## config.mk

```make
export PLATFORM = sky130hd
export DESIGN_NAME = conv_window_ctrl
export DESIGN_NICKNAME = d
export VERILOG_FILES = /design/src/rtl/conv_pkg.sv /design/src/rtl/conv_window_pos.sv /design/src/rtl/conv_window_ctrl.sv
export SDC_FILE = /design/constraint.sdc
export NUM_CORES = 1
export LEC_CHECK = 0
export ABC_CLOCK_PERIOD_IN_PS = 2200
export CAP_MARGIN = 20
export CORE_MARGIN = 1.5
export CORE_UTILIZATION = 55
export CTS_CLUSTER_DIAMETER = 200
export DETAILED_ROUTE_END_ITERATION = 7
export GPL_TIMING_DRIVEN = 0
export PLACE_DENSITY = 0.79
export SYNTH_ARGS = -nofsm -noshare
export SYNTH_HDL_FRONTEND = slang
export SYNTH_SLANG_ARGS = --single-unit
```

## constraint.sdc

```tcl
create_clock -name clk -period 2.2 [get_ports clk]
set_input_delay 0.44 -clock clk [delete_from_list [all_inputs] [get_ports clk]]
set_output_delay 0.44 -clock clk [all_outputs]
set_load 0.05 [all_outputs]
```

## src/rtl/conv_pkg.sv

```systemverilog
// Shared definitions for the convolution layer controllers: FSM state encoding and
// counter-width helpers.
package conv_pkg;

  typedef logic [2:0] state_t;

  localparam state_t StIdle  = 3'd0;
  localparam state_t StLoad  = 3'd1;
  localparam state_t StDrain = 3'd2;
  localparam state_t StNext  = 3'd3;
  localparam state_t StDone  = 3'd4;

  // Bits needed to hold any value in 0..max_val (never less than one).
  function automatic int unsigned cnt_width(input int unsigned max_val);
    return (max_val < 2) ? 1 : $clog2(max_val + 1);
  endfunction

endpackage

```

## src/rtl/conv_window_pos.sv

```systemverilog
// Row/column tracker for pixels pushed into the window FIFO; raises window_valid and the
// OFM address whenever the newest pixel completes a non-wrapping KxK window.
module conv_window_pos
  import conv_pkg::*;
#(
  parameter int unsigned IFM_SIZE              = 32,
  parameter int unsigned KERNAL_SIZE           = 6,
  parameter int unsigned IFM_SIZE_NEXT         = IFM_SIZE - KERNAL_SIZE + 1,
  parameter int unsigned ADDRESS_SIZE_NEXT_IFM = $clog2(IFM_SIZE_NEXT * IFM_SIZE_NEXT)
) (
  input  logic                             clk,
  input  logic                             reset,
  input  logic                             clear,
  input  logic                             push,
  input  logic                             window_ready,
  output logic                             window_valid,
  output logic [ADDRESS_SIZE_NEXT_IFM-1:0] ofm_wr_addr
);

  localparam int unsigned PosW = cnt_width(IFM_SIZE - 1);
  localparam logic [PosW-1:0] PosLast = PosW'(IFM_SIZE - 1);
  localparam logic [PosW-1:0] PosFirstWin = PosW'(KERNAL_SIZE - 1);
  localparam logic [ADDRESS_SIZE_NEXT_IFM-1:0] OfmLast =
      ADDRESS_SIZE_NEXT_IFM'(IFM_SIZE_NEXT * IFM_SIZE_NEXT - 1);

  logic [PosW-1:0]                  row_q, row_d, col_q, col_d;
  logic [ADDRESS_SIZE_NEXT_IFM-1:0] ofm_cnt_q, ofm_cnt_d, addr_q, addr_d;
  logic                             valid_q, valid_d;
  logic                             hit;

  assign hit = push && (row_q >= PosFirstWin) && (col_q >= PosFirstWin);

  always_comb begin
    row_d     = row_q;
    col_d     = col_q;
    ofm_cnt_d = ofm_cnt_q;
    valid_d   = valid_q;
    addr_d    = addr_q;
    if (push) begin
      if (col_q == PosLast) begin
        col_d = '0;
        row_d = (row_q == PosLast) ? '0 : row_q + PosW'(1);
      end else begin
        col_d = col_q + PosW'(1);
      end
    end
    // Windows appear in raster order, so a running count equals (r-K+1)*N + (c-K+1).
    if (hit) begin
      ofm_cnt_d = (ofm_cnt_q == OfmLast) ? '0 : ofm_cnt_q + ADDRESS_SIZE_NEXT_IFM'(1);
      valid_d   = 1'b1;
      addr_d    = ofm_cnt_q;
    end else if (window_ready) begin
      valid_d = 1'b0;
    end
    if (clear) begin
      row_d     = '0;
      col_d     = '0;
      ofm_cnt_d = '0;
    end
  end

  always_ff @(posedge clk) begin
    if (reset) begin
      row_q     <= '0;
      col_q     <= '0;
      ofm_cnt_q <= '0;
      valid_q   <= 1'b0;
      addr_q    <= '0;
    end else begin
      row_q     <= row_d;
      col_q     <= col_d;
      ofm_cnt_q <= ofm_cnt_d;
      valid_q   <= valid_d;
      addr_q    <= addr_d;
    end
  end

  assign window_valid = valid_q;
  assign ofm_wr_addr  = addr_q;

endmodule

```

## src/rtl/conv_window_ctrl.sv

```systemverilog
// Sliding-window sequencer: streams each IFM channel through the window FIFO for every
// filter/channel pair. Optional stall counter enabled by CONV_WIN_CTRL_STALL_CNT_EN.
module conv_window_ctrl
  import conv_pkg::*;
#(
  parameter int unsigned IFM_SIZE              = 32,
  parameter int unsigned IFM_DEPTH             = 3,
  parameter int unsigned KERNAL_SIZE           = 6,
  parameter int unsigned NUMBER_OF_FILTERS     = 6,
  parameter int unsigned IFM_SIZE_NEXT         = IFM_SIZE - KERNAL_SIZE + 1,
  parameter int unsigned ADDRESS_SIZE_IFM      = $clog2(IFM_SIZE * IFM_SIZE * IFM_DEPTH),
  parameter int unsigned ADDRESS_SIZE_NEXT_IFM = $clog2(IFM_SIZE_NEXT * IFM_SIZE_NEXT),
  parameter int unsigned ADDRESS_SIZE_WM       = $clog2(IFM_DEPTH * NUMBER_OF_FILTERS)
) (
  input  logic                             clk,
  input  logic                             reset,
  input  logic                             start,
  output logic                             ifm_rd_en,
  output logic [ADDRESS_SIZE_IFM-1:0]      ifm_rd_addr,
  output logic                             fifo_enable,
  output logic                             window_valid,
  input  logic                             window_ready,
  output logic [ADDRESS_SIZE_NEXT_IFM-1:0] ofm_wr_addr,
  output logic [ADDRESS_SIZE_WM-1:0]       wm_addr,
  output logic                             first_depth,
  output logic                             last_depth,
  output logic                             busy,
  output logic                             done
`ifdef CONV_WIN_CTRL_STALL_CNT_EN
  ,
  output logic [31:0]                      stall_cycles
`endif
);

  localparam int unsigned PixCount = IFM_SIZE * IFM_SIZE;
  localparam int unsigned PixW     = cnt_width(PixCount);
  localparam int unsigned DepW     = cnt_width(IFM_DEPTH - 1);
  localparam int unsigned FilW     = cnt_width(NUMBER_OF_FILTERS - 1);
  localparam logic [PixW-1:0] PixLast = PixW'(PixCount - 1);
  localparam logic [DepW-1:0] DepLast = DepW'(IFM_DEPTH - 1);
  localparam logic [FilW-1:0] FilLast = FilW'(NUMBER_OF_FILTERS - 1);

  state_t          state_q, state_d;
  logic [PixW-1:0] rd_pix_q, rd_pix_d, push_pix_q, push_pix_d;
  logic [DepW-1:0] depth_q, depth_d;
  logic [FilW-1:0] filter_q, filter_d;
  logic            rd_pending_q, rd_pending_d;
  logic            advance, start_acc, pos_clear, chan_active;

  assign advance     = !(window_valid && !window_ready);
  assign start_acc   = (state_q == StIdle) && start;
  assign pos_clear   = start_acc || (state_q == StNext);
  assign chan_active = (state_q == StLoad) || (state_q == StDrain);

  assign ifm_rd_en   = (state_q == StLoad) && advance && (32'(rd_pix_q) < PixCount);
  // The RAM word stays on its output until pushed, so a stall only delays the push.
  assign fifo_enable = rd_pending_q && advance;

  always_comb begin
    state_d      = state_q;
    rd_pix_d     = rd_pix_q;
    push_pix_d   = push_pix_q;
    depth_d      = depth_q;
    filter_d     = filter_q;
    rd_pending_d = rd_pending_q;
    if (ifm_rd_en) begin
      rd_pix_d     = rd_pix_q + PixW'(1);
      rd_pending_d = 1'b1;
    end else if (fifo_enable) begin
      rd_pending_d = 1'b0;
    end
    if (fifo_enable) begin
      push_pix_d = push_pix_q + PixW'(1);
    end
    unique case (state_q)
      StIdle: begin
        if (start) begin
          rd_pix_d   = '0;
          push_pix_d = '0;
          depth_d    = '0;
          filter_d   = '0;
          state_d    = StLoad;
        end
      end
      StLoad: begin
        if (fifo_enable && (push_pix_q == PixLast)) begin
          state_d = StDrain;
        end
      end
      StDrain: begin
        if (advance) begin
          state_d = StNext;
        end
      end
      StNext: begin
        rd_pix_d   = '0;
        push_pix_d = '0;
        state_d    = StLoad;
        if (depth_q == DepLast) begin
          depth_d = '0;
          if (filter_q == FilLast) begin
            filter_d = '0;
            state_d  = StDone;
          end else begin
            filter_d = filter_q + FilW'(1);
          end
        end else begin
          depth_d = depth_q + DepW'(1);
        end
      end
      StDone: begin
        state_d = StIdle;
      end
      default: begin
        state_d = StIdle;
      end
    endcase
  end

  always_ff @(posedge clk) begin
    if (reset) begin
      state_q      <= StIdle;
      rd_pix_q     <= '0;
      push_pix_q   <= '0;
      depth_q      <= '0;
      filter_q     <= '0;
      rd_pending_q <= 1'b0;
    end else begin
      state_q      <= state_d;
      rd_pix_q     <= rd_pix_d;
      push_pix_q   <= push_pix_d;
      depth_q      <= depth_d;
      filter_q     <= filter_d;
      rd_pending_q <= rd_pending_d;
    end
  end

  conv_window_pos #(
    .IFM_SIZE              (IFM_SIZE),
    .KERNAL_SIZE           (KERNAL_SIZE),
    .IFM_SIZE_NEXT         (IFM_SIZE_NEXT),
    .ADDRESS_SIZE_NEXT_IFM (ADDRESS_SIZE_NEXT_IFM)
  ) u_pos (
    .clk          (clk),
    .reset        (reset),
    .clear        (pos_clear),
    .push         (fifo_enable),
    .window_ready (window_ready),
    .window_valid (window_valid),
    .ofm_wr_addr  (ofm_wr_addr)
  );

  assign ifm_rd_addr = ADDRESS_SIZE_IFM'(32'(depth_q) * PixCount + 32'(rd_pix_q));
  assign wm_addr     = ADDRESS_SIZE_WM'(32'(filter_q) * IFM_DEPTH + 32'(depth_q));
  assign first_depth = chan_active && (depth_q == '0);
  assign last_depth  = chan_active && (depth_q == DepLast);
  assign busy        = (state_q != StIdle);
  assign done        = (state_q == StDone);

`ifdef CONV_WIN_CTRL_STALL_CNT_EN
  logic [31:0] stall_q;

  always_ff @(posedge clk) begin
    if (reset || start_acc) begin
      stall_q <= '0;
    end else if (window_valid && !window_ready && (stall_q != '1)) begin
      stall_q <= stall_q + 32'd1;
    end
  end

  assign stall_cycles = stall_q;
`endif

endmodule

```

==> flow_summary.toml, run 1 <==
[critical_path]
startpoint = "depth_q[1]"
r2r_slack_ns = 0.12
crit_buf_inv = 3
crit_cells = 6
crit_chain = "fa_1 -> ha_2 -> inv_2 -> fa_2 -> clkinvlp_4 -> buf_6"
worstSetupEndpointType = "output pin"
cp_top_family = "adder cells"
r2r_start = "u_pos.col_q[0]"
start_kind = "register"
critical_path.max_fanout = 2
rr_endpoint = "u_pos.row_q[2]"
cp_data_required_time_ns = 1.76
crit_type = "register to output pin"
crit_end = "wm_addr[2]"
crit_arrival_ns = 2.18
slowest_delay_ns = 0.54
crit_path_top_delay_cell = "fa_1"
ff2ff_path_depth = 7

[yosys]
synthArstFlopShare = 0
syn_nets = 392
ys_seq_elements = 62
syn-instance-count = 368
synth.yosys.warnings = 0
yosys.area.top_type_share = 0.400
synth_edf_count = 0
synth_top_flop_cell = "dfxtp_1"
synthDistinctLibCells = 49
yosys-top-cells-area = "dfxtp_1 40%, ha_1 7.3%, a21oi_1 6.8%"
mappedNetlistArea_mm2 = 0.00311
yosysSeqAreaShare = 0.400
yosysTopAreaCell = "dfxtp_1"
avgSynthCellArea_um2 = 8.44

[clocking]
cts_tree = "done"
root_buffer = "clkbuf_8"
cts_buffers = 9
clk_path_buf_depth = 2
htreeDepth = 3
cts.sinks = 62
clk_latency_ns = 0.34
clk_pin_slew_ns = 0.06
cts-hold-fix-buffers = 0

[timing]
timing.final.crit_share = 1.19
period_needed_ns = 2.62
setup-violations-final = 3
fmax_mhz = 381
fin_setup_tns_ns = -0.977
layout_setup_ws_ns = -0.425
maxSlewHeadroom = 0.638
worstMarginPinSlew_ns = 0.538
clock_skew_ns = 0.00832
grt_setup_unrepaired = "yes"
hold_violations = 0
whs_ns = 0.456
slew_violations = 0

[power]
p_leak_nw = 1.50
ir_drop_mv = 0.581
finalPower_mw = 2.38
p_per_area_mw_per_mm2 = 605

[routing]
routedWlPerCell_um = 13.4
drt-pass1-iter-count = 4
ant_nets = 0
totalWireLength_mm = 6.61
num_vias = 2713
viasPerCell = 5.49
drt_iter0_drc = 162
drc = 0

[flow_run]
maxCapViolCount = 0

[placement]
placed_cell_area_mm2 = 0.00359
dp.cells = 477
place_ws_ns = -0.759
hpwlAfterDp_mm = 4.55
gp_congestion = 0.844
portBuffers = 37

[global_route]
use_met2 = 0.393
grt_util_met1 = 0.276
grt_overflow = 0
use_met3 = 0.0442
gr-max-usage-layer = "met2"
antenna_found_initial = 0
grt_max_degree = 11
grt_pass1_wl_mm = 11.2
grt_pass1_vias = 2531
grt_util_all_layers = 0.233

[die]
core_mm2 = 0.00547
die_x_um = 78.1
core.rowCount = 27
initial_core_util = 0.567
die_h_um = 78.1
die_area_mm2 = 0.00611
io_pins = 38

[layout]
num-fill-cells = 444
stdcell_area_mm2 = 0.00393
final_util = 0.719
area_growth_pct = 26.6
nets = 442
insertedDiodeCount = 0
drive_above_1_share = 0.166
final_cells = 494

[outcome]
status = "complete, but fails checks"
violations = "setup timing"

[min_path]
hold_class = "register to register"
cells by family after synthesis:
group / Yosys count / share of synthesized area
XOR/XNOR: 20 / 0.0564
multiplexers: 1 / 0.00322
adder cells (fa/ha/maj): 20 / 0.0854
buffers and inverters: 38 / 0.0673
AO/OA/AOI/OAI: 70 / 0.132
AND/OR/NAND/NOR: 157 / 0.256
flip-flops: 62 / 0.400
worst min-delay path by stage:
| stage | start | end | slack, ns | depth (start not counted) |
|---|---|---|---|---|
| after global placement | u_pos.ofm_wr_addr[6] | u_pos.ofm_wr_addr[6] | 0.44 | 2 |
| after floorplan | u_pos.ofm_cnt_q[9] | u_pos.ofm_wr_addr[9] | 0.45 | 2 |
| after global routing | u_pos.ofm_wr_addr[0] | u_pos.ofm_wr_addr[0] | 0.49 | 2 |
| after CTS | u_pos.ofm_wr_addr[2] | u_pos.ofm_wr_addr[2] | 0.46 | 2 |
| after detailed placement | u_pos.ofm_wr_addr[2] | u_pos.ofm_wr_addr[2] | 0.45 | 2 |
| final | u_pos.ofm_wr_addr[2] | u_pos.ofm_wr_addr[2] | 0.46 | 2 |
layer usage:
metal  up-vias  part of all wire
li1       1373                 -
met1      1278              0.45
met2        51              0.50
met3        11             0.033
met4         0             0.018
met5         -                 0
registers in the layout, summed over array words and instances (netlist names):
signal,count
push_pix_q,11
rd_pix_q,11
u_pos.ofm_cnt_q,10
u_pos.ofm_wr_addr,10
u_pos.col_q,5
u_pos.row_q,5
filter_q,3
state_q,3
depth_q,2
rd_pending_q,1
u_pos.window_valid,1
power breakdown:
part           switching, mW  internal [mW]
sequential            0.0105           1.13
clock                  0.434          0.690
combinational         0.0810         0.0403
total                  0.526           1.86
repair_timing:
action / CTS / global route
resized for setup: 61 / 29
setup endpoints to repair: 16 / 36
pin swaps: 0 / 2
buffers inserted: 1 / 1
cloned: 0 / 0
worst register-to-register path: stages, from the launching register on:
cell	delay [ns]
dfxtp_4	0.39
ha_1	0.20
and3_1	0.18
ha_1	0.13
buf_2	0.20
nand3_4	0.12
or4b_2	0.63
a21oi_1	0.15
cells in the mapped netlist, types with 10 or more instances:
| library cell | count |
|---|---|
| ha_1 | 18 |
| dfxtp_1 | 62 |
| nor3_1 | 10 |
| or3_1 | 10 |
| nand3_1 | 14 |
| inv_1 | 13 |
| xnor2_1 | 10 |
| o21ai_0 | 10 |
| buf_4 | 13 |
| xor2_1 | 10 |
| a21oi_1 | 42 |
| nand2_1 | 45 |
| nor2_1 | 34 |
layout make-up:
class	count	area, um^2	area share
sequential	62	1250	0.319
buffer	24	161	0.0410
inverter	14	58.8	0.0150
timing repair buffer	39	370	0.0942
clock inverter	4	70.1	0.0178
tap	72	90.1	0.0229
multi-input combinational	268	1780	0.451
clock buffer	11	151	0.0385
placed cells by master (no fill, tap or decap), types with 9 or more instances in the layout:
master           count
a21oi_1             42
buf_4               15
ha_1                16
nand2_1             44
clkbuf_8            11
o21ai_0             10
or3_1                9
inv_1               10
xor2_1              10
dfxtp_1             57
nor2_1              34
xnor2_1              9
clkdlybuf4s50_1     23
nand3_1             13
Note: power is estimated with default switching activity, not from simulation.
==> run 2: changes to the inputs <==
- GPL_TIMING_DRIVEN: 0 -> default
==> run 2 against run 1 <==
The run still ends with setup timing left. Highest routed layer unchanged. Utilization up 0.16 points. Final cell count grew 0.81%. Global-route usage down 0.055 points. Design area is 0.22% higher. Fmax shrank 1.2%. Die area is the same. Combinational power up 17%.
==> flow_summary.toml, run 2 (synthesized netlist as in run 1, its figures left out) <==
[global_route]
grt_pass1_vias = 2541
grt_overflow = 0
grt_pass1_wl_mm = 11.3
antenna_found_initial = 0
grt_util_all_layers = 0.232
grt_max_degree = 25

[power]
p_int_mw = 1.65
p_clk_frac = 0.406
p_per_area_mw_per_mm2 = 546
ir_drop_mv = 0.382
p_leak_nw = 1.48
pwr-share-seq = 0.528
p_sw_mw = 0.500
pwr-share-comb = 0.066
p_sw_frac = 0.232
finalPower_mw = 2.15

[layout]
top_regs = "push_pix_q x11, rd_pix_q x11"
stdcell_area_mm2 = 0.00394
num-fill-cells = 439
area_growth_pct = 26.9
final_common_cell = "dfxtp_1"
final_util = 0.720
insertedDiodeCount = 0
drive_above_1_share = 0.171
most-common-layout-cells = "59 x dfxtp_1, 45 x nand2_1, 42 x a21oi_1"
nets = 446

[timing]
layout_setup_ws_ns = -0.457
hold_violations = 0
slew_violations = 0
worstMarginPinSlew_ns = 0.518
period_needed_ns = 2.66
setup-violations-final = 3
grt_setup_unrepaired = "yes"
timing.final.crit_share = 1.21
maxSlewHeadroom = 0.653
clock_skew_ns = 0.00567
fmax_mhz = 376
fin_setup_tns_ns = -1.04

[flow_run]
maxCapViolCount = 0

[routing]
totalWireLength_mm = 6.55
drt-pass1-iter-count = 4
ant_nets = 0
drc = 0
num_vias = 2710
drt_iter0_drc = 180
routedWlPerCell_um = 13.2
viasPerCell = 5.44

[critical_path]
r2r_slack_ns = 0.16
startpoint = "depth_q[1]"
crit_end = "wm_addr[2]"
crit_type = "register to output pin"
cp_data_required_time_ns = 1.76
crit_arrival_ns = 2.22
start_kind = "register"
r2r_start = "u_pos.row_q[1]"
worstSetupEndpointType = "output pin"
critical_path.max_fanout = 2
ff2ff_path_depth = 8
rr_endpoint = "u_pos.ofm_cnt_q[9]"

[placement]
placed_cell_area_mm2 = 0.00371
hpwlAfterDp_mm = 4.64
portBuffers = 37
gp_congestion = 0.859
place_ws_ns = -0.257

[clocking]
cts.sinks = 62
root_buffer = "clkbuf_8"
htreeDepth = 3
clk_path_buf_depth = 2
cts_tree = "done"
cts-hold-fix-buffers = 0
clk_pin_slew_ns = 0.06
clk_latency_ns = 0.34
cts_buffers = 9

[min_path]
hold_class = "register to register"

[die]
die_area_mm2 = 0.00611
initial_core_util = 0.567
die_x_um = 78.1
core_mm2 = 0.00547
io_pins = 38
die_h_um = 78.1
core.rowCount = 27

[outcome]
status = "complete, but fails checks"
violations = "setup timing"
run 2: cell count changes in the layout (fill, tap and decap cells not counted), sizes merged:
cell / change
bufinv: -2
clkdlybuf4s50: +1
dlygate4sd2: -3
clkbuf: -6
dlymetal6s2s: -1
buf: +16
inv: -1
run 2: worst max-delay path, stage by stage (launching register included):
cell	delay, ns
dfxtp_2	0.33
fa_1	0.54
ha_2	0.19
inv_2	0.04
fa_2	0.54
clkinvlp_4	0.09
buf_12	0.15
run 2: repair_timing:
item	4_1_cts	5_1_grt
resized for setup	10	4
gates cloned	0	0
pin swaps	5	1
buffers inserted	1	0
endpoints found under the setup margin	4	9
run 2: cell type report:
class                           count  area [um^2]  area share
Clock buffer                       14          163      0.0413
Tap cell                           72         90.1      0.0229
Inverter                           14         56.3      0.0143
Timing Repair Buffer               67          659       0.167
Sequential cell                    62         1240       0.316
Clock inverter                      1         5.00     0.00127
Multi-Input combinational cell    268         1720       0.437
run 2: power groups by stage:
stage / Combinational [mW] / Sequential (mW) / Clock [mW]
floorplan: 0.0816 / 1.16 / 0
global placement: 0.139 / 1.16 / 0
detailed placement: 0.140 / 1.16 / 0
CTS: 0.140 / 1.14 / 0.889
global route: 0.152 / 1.14 / 0.927
finish: 0.141 / 1.14 / 0.873
run 2: per-stage QoR:
step | instances | hold slack, ns
2_1_floorplan | 368 | 0.453
3_3_place_gp | 482 | 0.444
3_5_place_dp | 482 | 0.445
4_1_cts | 498 | 0.454
5_1_grt | 498 | 0.489
6_report | 498 | 0.453
run 2: worst min-delay path by stage:
stage                         startpoint                    to  slack [ns]  depth (start not counted)
floorplan             u_pos.ofm_cnt_q[9]  u_pos.ofm_wr_addr[9]        0.45                          2
global placement    u_pos.ofm_wr_addr[7]  u_pos.ofm_wr_addr[7]        0.44                          2
detailed placement  u_pos.ofm_wr_addr[5]  u_pos.ofm_wr_addr[5]        0.45                          2
CTS                 u_pos.ofm_wr_addr[5]  u_pos.ofm_wr_addr[5]        0.45                          2
global route        u_pos.ofm_wr_addr[5]  u_pos.ofm_wr_addr[5]        0.49                          2
finish              u_pos.ofm_wr_addr[7]  u_pos.ofm_wr_addr[7]        0.45                          2
run 2: metal layers:
metal  track usage  routed length, um  share of wire  vias to the layer above
li1              -                  -              -                     1374
met1         0.285               2970           0.45                     1263
met2         0.390               3260           0.50                       62
met3        0.0384                190          0.029                       11
met4         0.121                129          0.020                        0
met5             0                  0              0                        -
